==> config.mk <==
export PLATFORM = sky130hd
export DESIGN_NAME = tlb_refill_walker_flat
export DESIGN_NICKNAME = d
export VERILOG_FILES = /design/src/rtl/tlb_refill_walker_if.sv /design/src/rtl/tlb_refill_walker.sv /design/src/flat_wrapper.sv
export SDC_FILE = /design/constraint.sdc
export NUM_CORES = 1
export LEC_CHECK = 0
export CAP_MARGIN = 30
export CELL_PAD_IN_SITES_DETAIL_PLACEMENT = 2
export CELL_PAD_IN_SITES_GLOBAL_PLACEMENT = 2
export CORE_MARGIN = 2
export CORE_UTILIZATION = 29
export DETAILED_ROUTE_END_ITERATION = 8
export PLACE_DENSITY_LB_ADDON = 0.1
export SYNTH_ARGS = -nofsm -noshare
export SYNTH_HDL_FRONTEND = slang
export SYNTH_SLANG_ARGS = --single-unit
==> constraint.sdc <==
create_clock -name clk -period 7.1 [get_ports clk]
set_input_delay 2.13 -clock clk [delete_from_list [all_inputs] [get_ports clk]]
set_output_delay 2.13 -clock clk [all_outputs]
set_load 0.005 [all_outputs]
==> src/rtl/tlb_refill_walker_if.sv <==
// Bundle of the miss request, PTE memory port and fill/fault result signals
// shared between the TLB side and the refill walker.
interface tlb_refill_walker_if #(
  parameter int unsigned VA_WIDTH  = 32,
  parameter int unsigned PA_WIDTH  = 32,
  parameter int unsigned PAGE_BITS = 12,
  parameter int unsigned PTE_WIDTH = 32
);
  // Miss request
  logic                          miss_valid;
  logic                          miss_ready;
  logic [VA_WIDTH-1:0]           miss_vaddr;
  logic                          miss_is_write;
  logic                          mode;
  logic [PA_WIDTH-1:0]           os_offset;
  logic [PA_WIDTH-1:0]           ptbr;

  // PTE memory port
  logic                          mem_req_valid;
  logic                          mem_req_ready;
  logic [PA_WIDTH-1:0]           mem_req_addr;
  logic                          mem_resp_valid;
  logic [PTE_WIDTH-1:0]          mem_resp_data;

  // Result
  logic                          fill_valid;
  logic [VA_WIDTH-PAGE_BITS-1:0] fill_vpn;
  logic [PA_WIDTH-PAGE_BITS-1:0] fill_ppn;
  logic [PA_WIDTH-1:0]           fill_paddr;
  logic                          fault_valid;
  logic [1:0]                    fault_cause;
  logic [VA_WIDTH-1:0]           fault_vaddr;
  logic                          busy;

  // TLB/memory side
  modport master (
    output miss_valid, miss_vaddr, miss_is_write, mode, os_offset, ptbr,
    output mem_req_ready, mem_resp_valid, mem_resp_data,
    input  miss_ready, mem_req_valid, mem_req_addr,
    input  fill_valid, fill_vpn, fill_ppn, fill_paddr,
    input  fault_valid, fault_cause, fault_vaddr, busy
  );

  // Walker side
  modport slave (
    input  miss_valid, miss_vaddr, miss_is_write, mode, os_offset, ptbr,
    input  mem_req_ready, mem_resp_valid, mem_resp_data,
    output miss_ready, mem_req_valid, mem_req_addr,
    output fill_valid, fill_vpn, fill_ppn, fill_paddr,
    output fault_valid, fault_cause, fault_vaddr, busy
  );
endinterface

==> src/rtl/tlb_refill_walker.sv <==
// TLB refill engine: flat offset translation or single-level page-table walk,
// returning a one-cycle fill or fault pulse per accepted miss.
module tlb_refill_walker #(
  parameter int unsigned VA_WIDTH  = 32,
  parameter int unsigned PA_WIDTH  = 32,
  parameter int unsigned PAGE_BITS = 12,
  parameter int unsigned PTE_WIDTH = 32,
  parameter int unsigned TIMEOUT   = 256
) (
  input logic                clk,
  input logic                reset,
  tlb_refill_walker_if.slave bus
);

  localparam int unsigned VPN_W     = VA_WIDTH - PAGE_BITS;
  localparam int unsigned PPN_W     = PA_WIDTH - PAGE_BITS;
  localparam int unsigned PTE_SHIFT = $clog2(PTE_WIDTH / 8);
  localparam int unsigned CNT_W     = $clog2(TIMEOUT + 1);

  localparam logic [CNT_W-1:0] CNT_LAST      = CNT_W'(TIMEOUT - 1);
  localparam logic [1:0]       CAUSE_INVALID = 2'b01;
  localparam logic [1:0]       CAUSE_WPROT   = 2'b10;
  localparam logic [1:0]       CAUSE_TIMEOUT = 2'b11;

  typedef enum logic [1:0] {
    IDLE,
    REQ,
    WAIT,
    DONE
  } state_e;

  state_e              state_q, state_d;
  logic [VA_WIDTH-1:0] vaddr_q, vaddr_d;
  logic                is_write_q, is_write_d;
  logic [PA_WIDTH-1:0] req_addr_q, req_addr_d;
  logic [CNT_W-1:0]    cnt_q, cnt_d;
  logic                is_fault_q, is_fault_d;
  logic [VPN_W-1:0]    fill_vpn_q, fill_vpn_d;
  logic [PA_WIDTH-1:0] fill_paddr_q, fill_paddr_d;
  logic [1:0]          cause_q, cause_d;
  logic [VA_WIDTH-1:0] fault_vaddr_q, fault_vaddr_d;

  logic [PA_WIDTH-1:0] flat_paddr;
  logic [PA_WIDTH-1:0] pte_addr;
  logic [PA_WIDTH-1:0] walk_paddr;
  logic [PPN_W-1:0]    pte_ppn;
  logic                pte_v;
  logic                pte_w;

  // Size casts give the zero-extend/truncate-to-PA_WIDTH behaviour of both sums
  assign flat_paddr = PA_WIDTH'(bus.miss_vaddr) + bus.os_offset;
  assign pte_addr   = bus.ptbr + (PA_WIDTH'(bus.miss_vaddr >> PAGE_BITS) << PTE_SHIFT);

  assign pte_v      = bus.mem_resp_data[0];
  assign pte_w      = bus.mem_resp_data[1];
  assign pte_ppn    = bus.mem_resp_data[PAGE_BITS +: PPN_W];
  assign walk_paddr = {pte_ppn, vaddr_q[PAGE_BITS-1:0]};

  always_ff @(posedge clk or posedge reset) begin
    if (reset) begin
      state_q       <= IDLE;
      vaddr_q       <= '0;
      is_write_q    <= 1'b0;
      req_addr_q    <= '0;
      cnt_q         <= '0;
      is_fault_q    <= 1'b0;
      fill_vpn_q    <= '0;
      fill_paddr_q  <= '0;
      cause_q       <= '0;
      fault_vaddr_q <= '0;
    end else begin
      state_q       <= state_d;
      vaddr_q       <= vaddr_d;
      is_write_q    <= is_write_d;
      req_addr_q    <= req_addr_d;
      cnt_q         <= cnt_d;
      is_fault_q    <= is_fault_d;
      fill_vpn_q    <= fill_vpn_d;
      fill_paddr_q  <= fill_paddr_d;
      cause_q       <= cause_d;
      fault_vaddr_q <= fault_vaddr_d;
    end
  end

  always_comb begin
    state_d       = state_q;
    vaddr_d       = vaddr_q;
    is_write_d    = is_write_q;
    req_addr_d    = req_addr_q;
    cnt_d         = cnt_q;
    is_fault_d    = is_fault_q;
    fill_vpn_d    = fill_vpn_q;
    fill_paddr_d  = fill_paddr_q;
    cause_d       = cause_q;
    fault_vaddr_d = fault_vaddr_q;

    unique case (state_q)
      IDLE: begin
        if (bus.miss_valid) begin
          vaddr_d    = bus.miss_vaddr;
          is_write_d = bus.miss_is_write;
          if (!bus.mode) begin
            is_fault_d   = 1'b0;
            fill_vpn_d   = bus.miss_vaddr[VA_WIDTH-1:PAGE_BITS];
            fill_paddr_d = flat_paddr;
            state_d      = DONE;
          end else begin
            req_addr_d = pte_addr;
            state_d    = REQ;
          end
        end
      end

      REQ: begin
        if (bus.mem_req_ready) begin
          cnt_d   = '0;
          state_d = WAIT;
        end
      end

      WAIT: begin
        // A response on the terminal count is checked first, so it beats the timeout
        if (bus.mem_resp_valid) begin
          state_d = DONE;
          if (!pte_v) begin
            is_fault_d    = 1'b1;
            cause_d       = CAUSE_INVALID;
            fault_vaddr_d = vaddr_q;
          end else if (is_write_q && !pte_w) begin
            is_fault_d    = 1'b1;
            cause_d       = CAUSE_WPROT;
            fault_vaddr_d = vaddr_q;
          end else begin
            is_fault_d   = 1'b0;
            fill_vpn_d   = vaddr_q[VA_WIDTH-1:PAGE_BITS];
            fill_paddr_d = walk_paddr;
          end
        end else if (cnt_q == CNT_LAST) begin
          state_d       = DONE;
          is_fault_d    = 1'b1;
          cause_d       = CAUSE_TIMEOUT;
          fault_vaddr_d = vaddr_q;
        end else begin
          cnt_d = cnt_q + CNT_W'(1);
        end
      end

      DONE: begin
        state_d = IDLE;
      end
    endcase
  end

  assign bus.miss_ready    = (state_q == IDLE);
  assign bus.busy          = (state_q != IDLE);
  assign bus.mem_req_valid = (state_q == REQ);
  assign bus.mem_req_addr  = req_addr_q;

  assign bus.fill_valid    = (state_q == DONE) && !is_fault_q;
  assign bus.fill_vpn      = fill_vpn_q;
  assign bus.fill_ppn      = fill_paddr_q[PA_WIDTH-1:PAGE_BITS];
  assign bus.fill_paddr    = fill_paddr_q;

  assign bus.fault_valid   = (state_q == DONE) && is_fault_q;
  assign bus.fault_cause   = cause_q;
  assign bus.fault_vaddr   = fault_vaddr_q;

endmodule

==> src/flat_wrapper.sv <==
// flat-port wrapper written by rule: the top's interface ports become plain ports
module tlb_refill_walker_flat 
#(
  parameter int unsigned VA_WIDTH  = 32,
  parameter int unsigned PA_WIDTH  = 32,
  parameter int unsigned PAGE_BITS = 12,
  parameter int unsigned PTE_WIDTH = 32,
  parameter int unsigned TIMEOUT   = 256
)
  (clk, reset, bus_miss_valid, bus_miss_vaddr, bus_miss_is_write, bus_mode, bus_os_offset, bus_ptbr, bus_mem_req_ready, bus_mem_resp_valid, bus_mem_resp_data, bus_miss_ready, bus_mem_req_valid, bus_mem_req_addr, bus_fill_valid, bus_fill_vpn, bus_fill_ppn, bus_fill_paddr, bus_fault_valid, bus_fault_cause, bus_fault_vaddr, bus_busy);
  tlb_refill_walker_if #(.VA_WIDTH(VA_WIDTH), .PA_WIDTH(PA_WIDTH), .PAGE_BITS(PAGE_BITS), .PTE_WIDTH(PTE_WIDTH)) bus_i ();
  input logic clk;
  input logic reset;
  input wire logic [$bits(bus_i.miss_valid)-1:0] bus_miss_valid;
  input wire logic [$bits(bus_i.miss_vaddr)-1:0] bus_miss_vaddr;
  input wire logic [$bits(bus_i.miss_is_write)-1:0] bus_miss_is_write;
  input wire logic [$bits(bus_i.mode)-1:0] bus_mode;
  input wire logic [$bits(bus_i.os_offset)-1:0] bus_os_offset;
  input wire logic [$bits(bus_i.ptbr)-1:0] bus_ptbr;
  input wire logic [$bits(bus_i.mem_req_ready)-1:0] bus_mem_req_ready;
  input wire logic [$bits(bus_i.mem_resp_valid)-1:0] bus_mem_resp_valid;
  input wire logic [$bits(bus_i.mem_resp_data)-1:0] bus_mem_resp_data;
  output wire logic [$bits(bus_i.miss_ready)-1:0] bus_miss_ready;
  output wire logic [$bits(bus_i.mem_req_valid)-1:0] bus_mem_req_valid;
  output wire logic [$bits(bus_i.mem_req_addr)-1:0] bus_mem_req_addr;
  output wire logic [$bits(bus_i.fill_valid)-1:0] bus_fill_valid;
  output wire logic [$bits(bus_i.fill_vpn)-1:0] bus_fill_vpn;
  output wire logic [$bits(bus_i.fill_ppn)-1:0] bus_fill_ppn;
  output wire logic [$bits(bus_i.fill_paddr)-1:0] bus_fill_paddr;
  output wire logic [$bits(bus_i.fault_valid)-1:0] bus_fault_valid;
  output wire logic [$bits(bus_i.fault_cause)-1:0] bus_fault_cause;
  output wire logic [$bits(bus_i.fault_vaddr)-1:0] bus_fault_vaddr;
  output wire logic [$bits(bus_i.busy)-1:0] bus_busy;
  assign bus_i.miss_valid = bus_miss_valid;
  assign bus_i.miss_vaddr = bus_miss_vaddr;
  assign bus_i.miss_is_write = bus_miss_is_write;
  assign bus_i.mode = bus_mode;
  assign bus_i.os_offset = bus_os_offset;
  assign bus_i.ptbr = bus_ptbr;
  assign bus_i.mem_req_ready = bus_mem_req_ready;
  assign bus_i.mem_resp_valid = bus_mem_resp_valid;
  assign bus_i.mem_resp_data = bus_mem_resp_data;
  assign bus_miss_ready = bus_i.miss_ready;
  assign bus_mem_req_valid = bus_i.mem_req_valid;
  assign bus_mem_req_addr = bus_i.mem_req_addr;
  assign bus_fill_valid = bus_i.fill_valid;
  assign bus_fill_vpn = bus_i.fill_vpn;
  assign bus_fill_ppn = bus_i.fill_ppn;
  assign bus_fill_paddr = bus_i.fill_paddr;
  assign bus_fault_valid = bus_i.fault_valid;
  assign bus_fault_cause = bus_i.fault_cause;
  assign bus_fault_vaddr = bus_i.fault_vaddr;
  assign bus_busy = bus_i.busy;
  tlb_refill_walker #(.VA_WIDTH(VA_WIDTH), .PA_WIDTH(PA_WIDTH), .PAGE_BITS(PAGE_BITS), .PTE_WIDTH(PTE_WIDTH), .TIMEOUT(TIMEOUT)) u_core (.clk(clk), .reset(reset), .bus(bus_i));
endmodule
==> results of run 1 <==
==> registers in the layout (all words and copies together), names as in the netlist <==
name                     flops
u_core.bus.fault_vaddr      32
u_core.bus.fill_paddr       32
u_core.bus.mem_req_addr     32
u_core.vaddr_q              32
u_core.bus.fill_vpn         20
u_core.cnt_q                 9
u_core.bus.fault_cause       2
u_core.state_q               2
u_core.is_fault_q            1
u_core.is_write_q            1
==> through the flow <==
step | setup WS (ns) | area (µm²)
global route | 1.969 | 13240
global placement | 1.758 | 12530
CTS | 2.120 | 13210
detailed placement | 1.657 | 12560
finish | 2.163 | 13240
floorplan | 0.5650 | 9532
==> report_power, final <==
part / switching [mW] / internal, mW / leakage [nW] / total [mW]
Sequential: 0.293 / 1.37 / 2.00 / 1.67
Combinational: 1.07 / 1.28 / 3.28 / 2.36
Clock: 0.433 / 0.615 / 0.316 / 1.05
Total: 1.80 / 3.27 / 5.60 / 5.07
==> kinds of logic after synthesis <==
group | count (synthesis) | synth area share, %
buffers and inverters | 88 | 4.266
and+or+nand+nor | 263 | 12.43
xor gates and xnor gates | 55 | 5.054
muxes | 87 | 9.976
AOI/OAI and AO/OA | 269 | 17.58
DFF | 163 | 42.79
adders and majority gates | 59 | 7.902
==> layout by cell type, fill, tap and decap left out, drive strengths merged, types with 4 or more instances in the layout <==
| master | netlist | final |
|---|---|---|
| o21a | 9 | 9 |
| mux2i | 23 | 23 |
| a21o | 16 | 16 |
| a31oi | 8 | 8 |
| o31ai | 7 | 7 |
| bufinv | 0 | 4 |
| buf | 23 | 7 |
| o211ai | 10 | 10 |
| nor2b | 4 | 4 |
| and2 | 5 | 5 |
| inv | 24 | 28 |
| a21oi | 75 | 75 |
| a211oi | 6 | 6 |
| nand3 | 21 | 21 |
| ha | 57 | 57 |
| nand2b | 6 | 6 |
| nand2 | 119 | 119 |
| o21ai | 98 | 98 |
| nor3 | 12 | 12 |
| xor2 | 27 | 27 |
| o21bai | 4 | 4 |
| xnor2 | 28 | 28 |
| mux2 | 64 | 64 |
| o22ai | 6 | 6 |
| clkbuf | 41 | 19 |
| a221oi | 4 | 4 |
| clkinv | 0 | 4 |
| dfrtp | 163 | 163 |
| and3 | 20 | 20 |
| nand4 | 13 | 13 |
| clkdlybuf4s50 | 0 | 267 |
| nor2 | 54 | 54 |
==> synthesized netlist by cell type, types with 16 or more instances <==
cell / instances
o21ai_0: 73
a21o_1: 16
xor2_1: 27
o21ai_1: 23
inv_1: 22
dfrtp_1: 163
ha_1: 57
mux2_2: 64
mux2i_1: 23
nand2_1: 119
and3_1: 20
clkbuf_1: 41
buf_4: 20
nand3_1: 21
xnor2_1: 28
a21oi_1: 73
nor2_1: 54
==> critical path, cell delays in order <==
cell and delay, ns:
clkdlybuf4s50_1 0.64, ha_1 0.24, inv_1 0.05, fa_1 0.39, nand2b_1 0.20, a21oi_2 0.22, o32ai_2 0.17, o31ai_4 0.37
nor2_1 0.13, or4b_1 0.52, o31ai_1 0.08, o22a_1 0.18
==> layer usage <==
layer	vias to the layer above	GRT usage (%)	routed length [µm]
met2	167	34.76	16490
li1	3960	-	-
met1	4176	26.31	15440
met4	10	4.667	317
met3	28	5.328	1925
met5	-	0	68
==> worst max path at each step <==
stage	from	end	slack [ns]	cells after the start
2_1_floorplan	reset	u_core.bus.fault_cause[0]	0.57	1
3_3_place_gp	bus_miss_vaddr[12]	u_core.bus.mem_req_addr[20]	1.76	12
3_5_place_dp	bus_miss_vaddr[12]	u_core.bus.mem_req_addr[20]	1.66	12
4_1_cts	bus_miss_vaddr[12]	u_core.bus.mem_req_addr[20]	2.12	12
5_1_grt	bus_miss_vaddr[12]	u_core.bus.mem_req_addr[26]	1.97	12
6_report	bus_miss_vaddr[12]	u_core.bus.mem_req_addr[20]	2.16	12
==> final cells by class <==
type / instances / area share (%)
flip-flops and latches: 163 / 30.80
clock buffers: 19 / 3.421
inverters: 24 / 0.7181
well taps: 442 / 4.177
clock inverters: 13 / 1.484
multi-input cells: 733 / 38.38
diodes: 2 / 0.03780
repair buffers: 274 / 20.98
==> run summary, run 1 <==
Synth async-reset ratio - 100.0%
clock buffer depth - 2
# resized after CTS - 0
Die Wd - 185.3 µm
hold path start - u_core.bus.fill_paddr[0]
Crit. End Element - flip-flop
Buffers on Ports - 267
status - finished clean
f_max - 202.6 MHz
post-synthesis sequential area ratio - 42.79%
hold_buf cts - 0
clk_lat worst skew - 0.45 ns
Avg Cell Area, Syn - 9.687 µm²
Top Ports - 278
Site Rows - 66
Root Buffer - clkbuf_16
RSZ-0062 raised after global routing - no
area leader, netlist - dfrtp_1
gr ovfl total - 0
first-pass GRT wire length - 53,580 µm
static leakage - 5.596 nW
worst-margin pin slew - 0.8040 ns
H-tree levels - 4
Mapped Nets - 1,178
# Post-CTS Setup Buffers - 0
Syn Std Cell Area - 9532 µm²
fraction of layout cells with a size suffix above 1 - 10.20%
FF-to-FF path depth - 9
endpoints failing setup - 0
Yosys reg bits - 163
vias in the first global route - 9,167
final worst-path cycle share - 69.53%
EDFF count, synth - 0
Slew HR - 46.40%
worst hold path class - reg2reg
total core area - 32,450 µm²
Synth cell types - 63
Seq. cell area - 4079 µm²
Vias/cell - 4.995
Initial Util - 29.37%
arrival time worst endpoint - 5.32 ns
Final Hold Fails - 0
initial antenna violation count - 7
area occupied by multi-input gates - 5082 µm²
nets@finish - 1,407
Layout fillers - 3,514
number of synthesis warnings - 0
Global Route Usage Sum - 20.58%
Reg-to-Reg Start - u_core.state_q[0]
Critical Path RT - 7.48 ns
CTS tree - yes
flop-to-flop setup slack - 3.46 ns
clock sink count - 163
gpl congestion - 0.8011
PD cells - 382.8 nW/µm²
DP Cell Count - 1,635
Post-Route Utilization - 40.80%
CP startpoint kind - primary input
DRT Pass-1 Iters - 4
Critical Path Fanout Max - 4
wirelength, routed - 34,240 µm
WL/cell - 20.51 µm
area grow syn2layout - 38.92%
hold_ws - 0.4836 ns
CP Class - in2reg
via count - 8,341
synth top area cells - dfrtp_1 (43%), mux2_2 (7.6%), ha_1 (7.5%), nand2_1 (4.7%), a21oi_1 (3.8%)
Final Max Slew Viols - 0
worst clock skew - 0.01124 ns
ys flop type - dfrtp_1
Synth Instances - 984
post-route setup TNS - 0 ns
HPWL after detailed placement - 25,660 µm
post-route ant nets - 0
max-cap viol count - 0
Worst-path clk slew - 0.07 ns
PnR Total Power - 5.069 mW
Cell Count, Final, Fillers Out - 1,670
total die area - 34,330 µm²
largest net degree at the start of global routing - 86
Hold Path Depth - 2
CTS Buf Count - 17
post-synth top area share - 42.79%
WHS Endpoint - u_core.bus.fill_paddr[0]
# DRC - 0
DRT iter0 DRCs - 294
Tmin final - 4.937 ns
FF-to-FF End - u_core.bus.fill_paddr[15]
maximum VDD drop - 203.3 µV
chip height - 185.3 µm
Power figures use the tool's default switching activity.
==> run 2, diff against run 1 <==
Settings changed: CORE_UTILIZATION 29 to 26.
Clock period 7.1 ns to 4.1 ns, I/O delays scaled along.
==> run 2 against run 1 <==
Net effect:
- clock-buffer cell count fell by 2
- first-iteration DRC count is 20% lower
- sequential cell count unchanged
- worst setup slack got worse by 1.9 ns
- critical path depth down 1
- global-route usage fell by 1.6 points
- via count grew 2.4%
- sequential power rose by 73%
- sequential share of layout area decreased by 0.87 points
- critical path type unchanged
- critical endpoint is now u_core.bus.fill_paddr[30]
- highest routed layer unchanged
==> run summary, run 2 (synthesis gave the netlist of run 1 again) <==
Cell Count, Final, Fillers Out - 1,744
Site Rows - 70
initial antenna violation count - 4
Initial Util - 26.22%
area grow syn2layout - 42.94%
gr ovfl total - 0
first-pass GRT wire length - 55,330 µm
worst clock skew - 0.01071 ns
nets@finish - 1,456
H-tree levels - 4
maximum VDD drop - 304.8 µV
WL/cell - 20.23 µm
clk_lat worst skew - 0.45 ns
total die area - 38,210 µm²
Buffers on Ports - 267
Slew HR - 43.87%
# Post-CTS Setup Buffers - 0
f_max - 264.1 MHz
Reg-to-Reg Start - u_core.state_q[0]
max-cap viol count - 0
DP Cell Count - 1,711
fraction of layout cells with a size suffix above 1 - 13.58%
gpl congestion - 0.7554
worst-margin pin slew - 0.8387 ns
post-route ant nets - 0
Critical Path RT - 4.43 ns
commonest non-fill, non-tap cell in the layout - clkdlybuf4s50_1
Seq. cell area - 4079 µm²
endpoints failing setup - 0
chip height - 195.5 µm
DRT Pass-1 Iters - 6
PD cells - 643.6 nW/µm²
wirelength, routed - 35,280 µm
# resized after CTS - 0
PnR Total Power - 8.769 mW
Top Ports - 278
Global Route Usage Sum - 18.96%
arrival time worst endpoint - 4.12 ns
Critical Path Start - bus_miss_vaddr[0]
HPWL after detailed placement - 27,290 µm
Vias/cell - 4.899
largest net degree at the start of global routing - 83
Critical Path Fanout Max - 4
Critical Path Sink - u_core.bus.fill_paddr[30]
Post-Route Utilization - 37.48%
Root Buffer - clkbuf_16
total core area - 36,350 µm²
clock buffer depth - 2
RSZ-0062 raised after global routing - no
most frequent cells in the layout - clkdlybuf4s50_1 (267), dfrtp_1 (163), nand2_1 (118)
FF-to-FF End - u_core.cnt_q[7]
hold_ws - 0.4784 ns
# DRC - 0
DRT iter0 DRCs - 234
Worst-path clk slew - 0.07 ns
CTS Buf Count - 17
status - finished clean
Final Hold Fails - 0
worst hold path class - reg2reg
CP Class - in2reg
vias in the first global route - 9,427
Layout fillers - 3,938
FF-to-FF path depth - 9
area occupied by multi-input gates - 5082 µm²
via count - 8,543
clock sink count - 163
CP startpoint kind - primary input
Crit. End Element - flip-flop
flop-to-flop setup slack - 1.39 ns
CTS tree - yes
static leakage - 5.811 nW
Final Max Slew Viols - 0
hold_buf cts - 0
final worst-path cycle share - 92.36%
Tmin final - 3.787 ns
Die Wd - 195.5 µm
run 2: cell count changes in the layout (fill, tap and decap cells not counted), sizes merged:
cell      delta
buf         +49
clkinvlp     +3
clkbuf       -2
bufinv       -1
clkinv       -1
run 2: cell type report:
class	instances	share of cell area, %
Antenna cell	2	0.03673
Clock buffer	17	3.122
Clock inverter	14	1.304
Inverter	24	0.6888
Multi-Input combinational cell	733	37.30
Sequential cell	163	29.94
Tap cell	468	4.298
Timing Repair Buffer	323	23.31
run 2: worst min path at each step:
stage / slack [ns] / depth (start not counted) / start / endpoint
after floorplan: 0.46 / 2 / u_core.cnt_q[1] / u_core.cnt_q[1]
after global placement: 0.46 / 2 / u_core.bus.mem_req_addr[10] / u_core.bus.mem_req_addr[10]
after detailed placement: 0.47 / 2 / u_core.bus.fill_vpn[4] / u_core.bus.fill_vpn[4]
after CTS: 0.49 / 2 / u_core.bus.fill_vpn[11] / u_core.bus.fill_vpn[11]
after global routing: 0.50 / 2 / u_core.bus.fill_vpn[11] / u_core.bus.fill_vpn[11]
final: 0.48 / 2 / u_core.bus.fill_vpn[11] / u_core.bus.fill_vpn[11]
run 2: report_power, final:
| part | leakage (nW) | total [mW] | switching (mW) | internal, mW |
|---|---|---|---|---|
| clock | 0.288 | 1.71 | 0.748 | 0.965 |
| combinational | 3.52 | 4.17 | 1.86 | 2.31 |
| sequential | 2.00 | 2.89 | 0.509 | 2.38 |
| total | 5.81 | 8.77 | 3.12 | 5.65 |
run 2: metal layers:
metal | up-vias | wire length [µm] | GRT usage [%]
met5 | - | 26 | 0
met1 | 4286 | 16400 | 24.34
met2 | 166 | 16690 | 31.87
met3 | 23 | 1827 | 5.302
met4 | 4 | 337 | 3.930
li1 | 4064 | - | -
run 2: worst max-delay path, stage by stage:
cell and delay (ns):
clkdlybuf4s50_1 0.44, ha_1 0.25, fa_1 0.46, a211oi_2 0.29, o21ai_2 0.14, a31oi_4 0.19
nor2_1 0.10, o41a_1 0.48, a221oi_2 0.29, xor2_1 0.18, o21ai_1 0.07
run 2: metrics by stage:
stage	setup WS (ns)	instance area (µm²)	setup TNS, ns
after floorplan	0.5640	9535	0
after global placement	-0.1230	13000	-0.2575
after detailed placement	-0.1921	13020	-0.7512
after CTS	0.2893	13620	0
after global routing	0.1542	13620	0
final	0.3130	13620	0
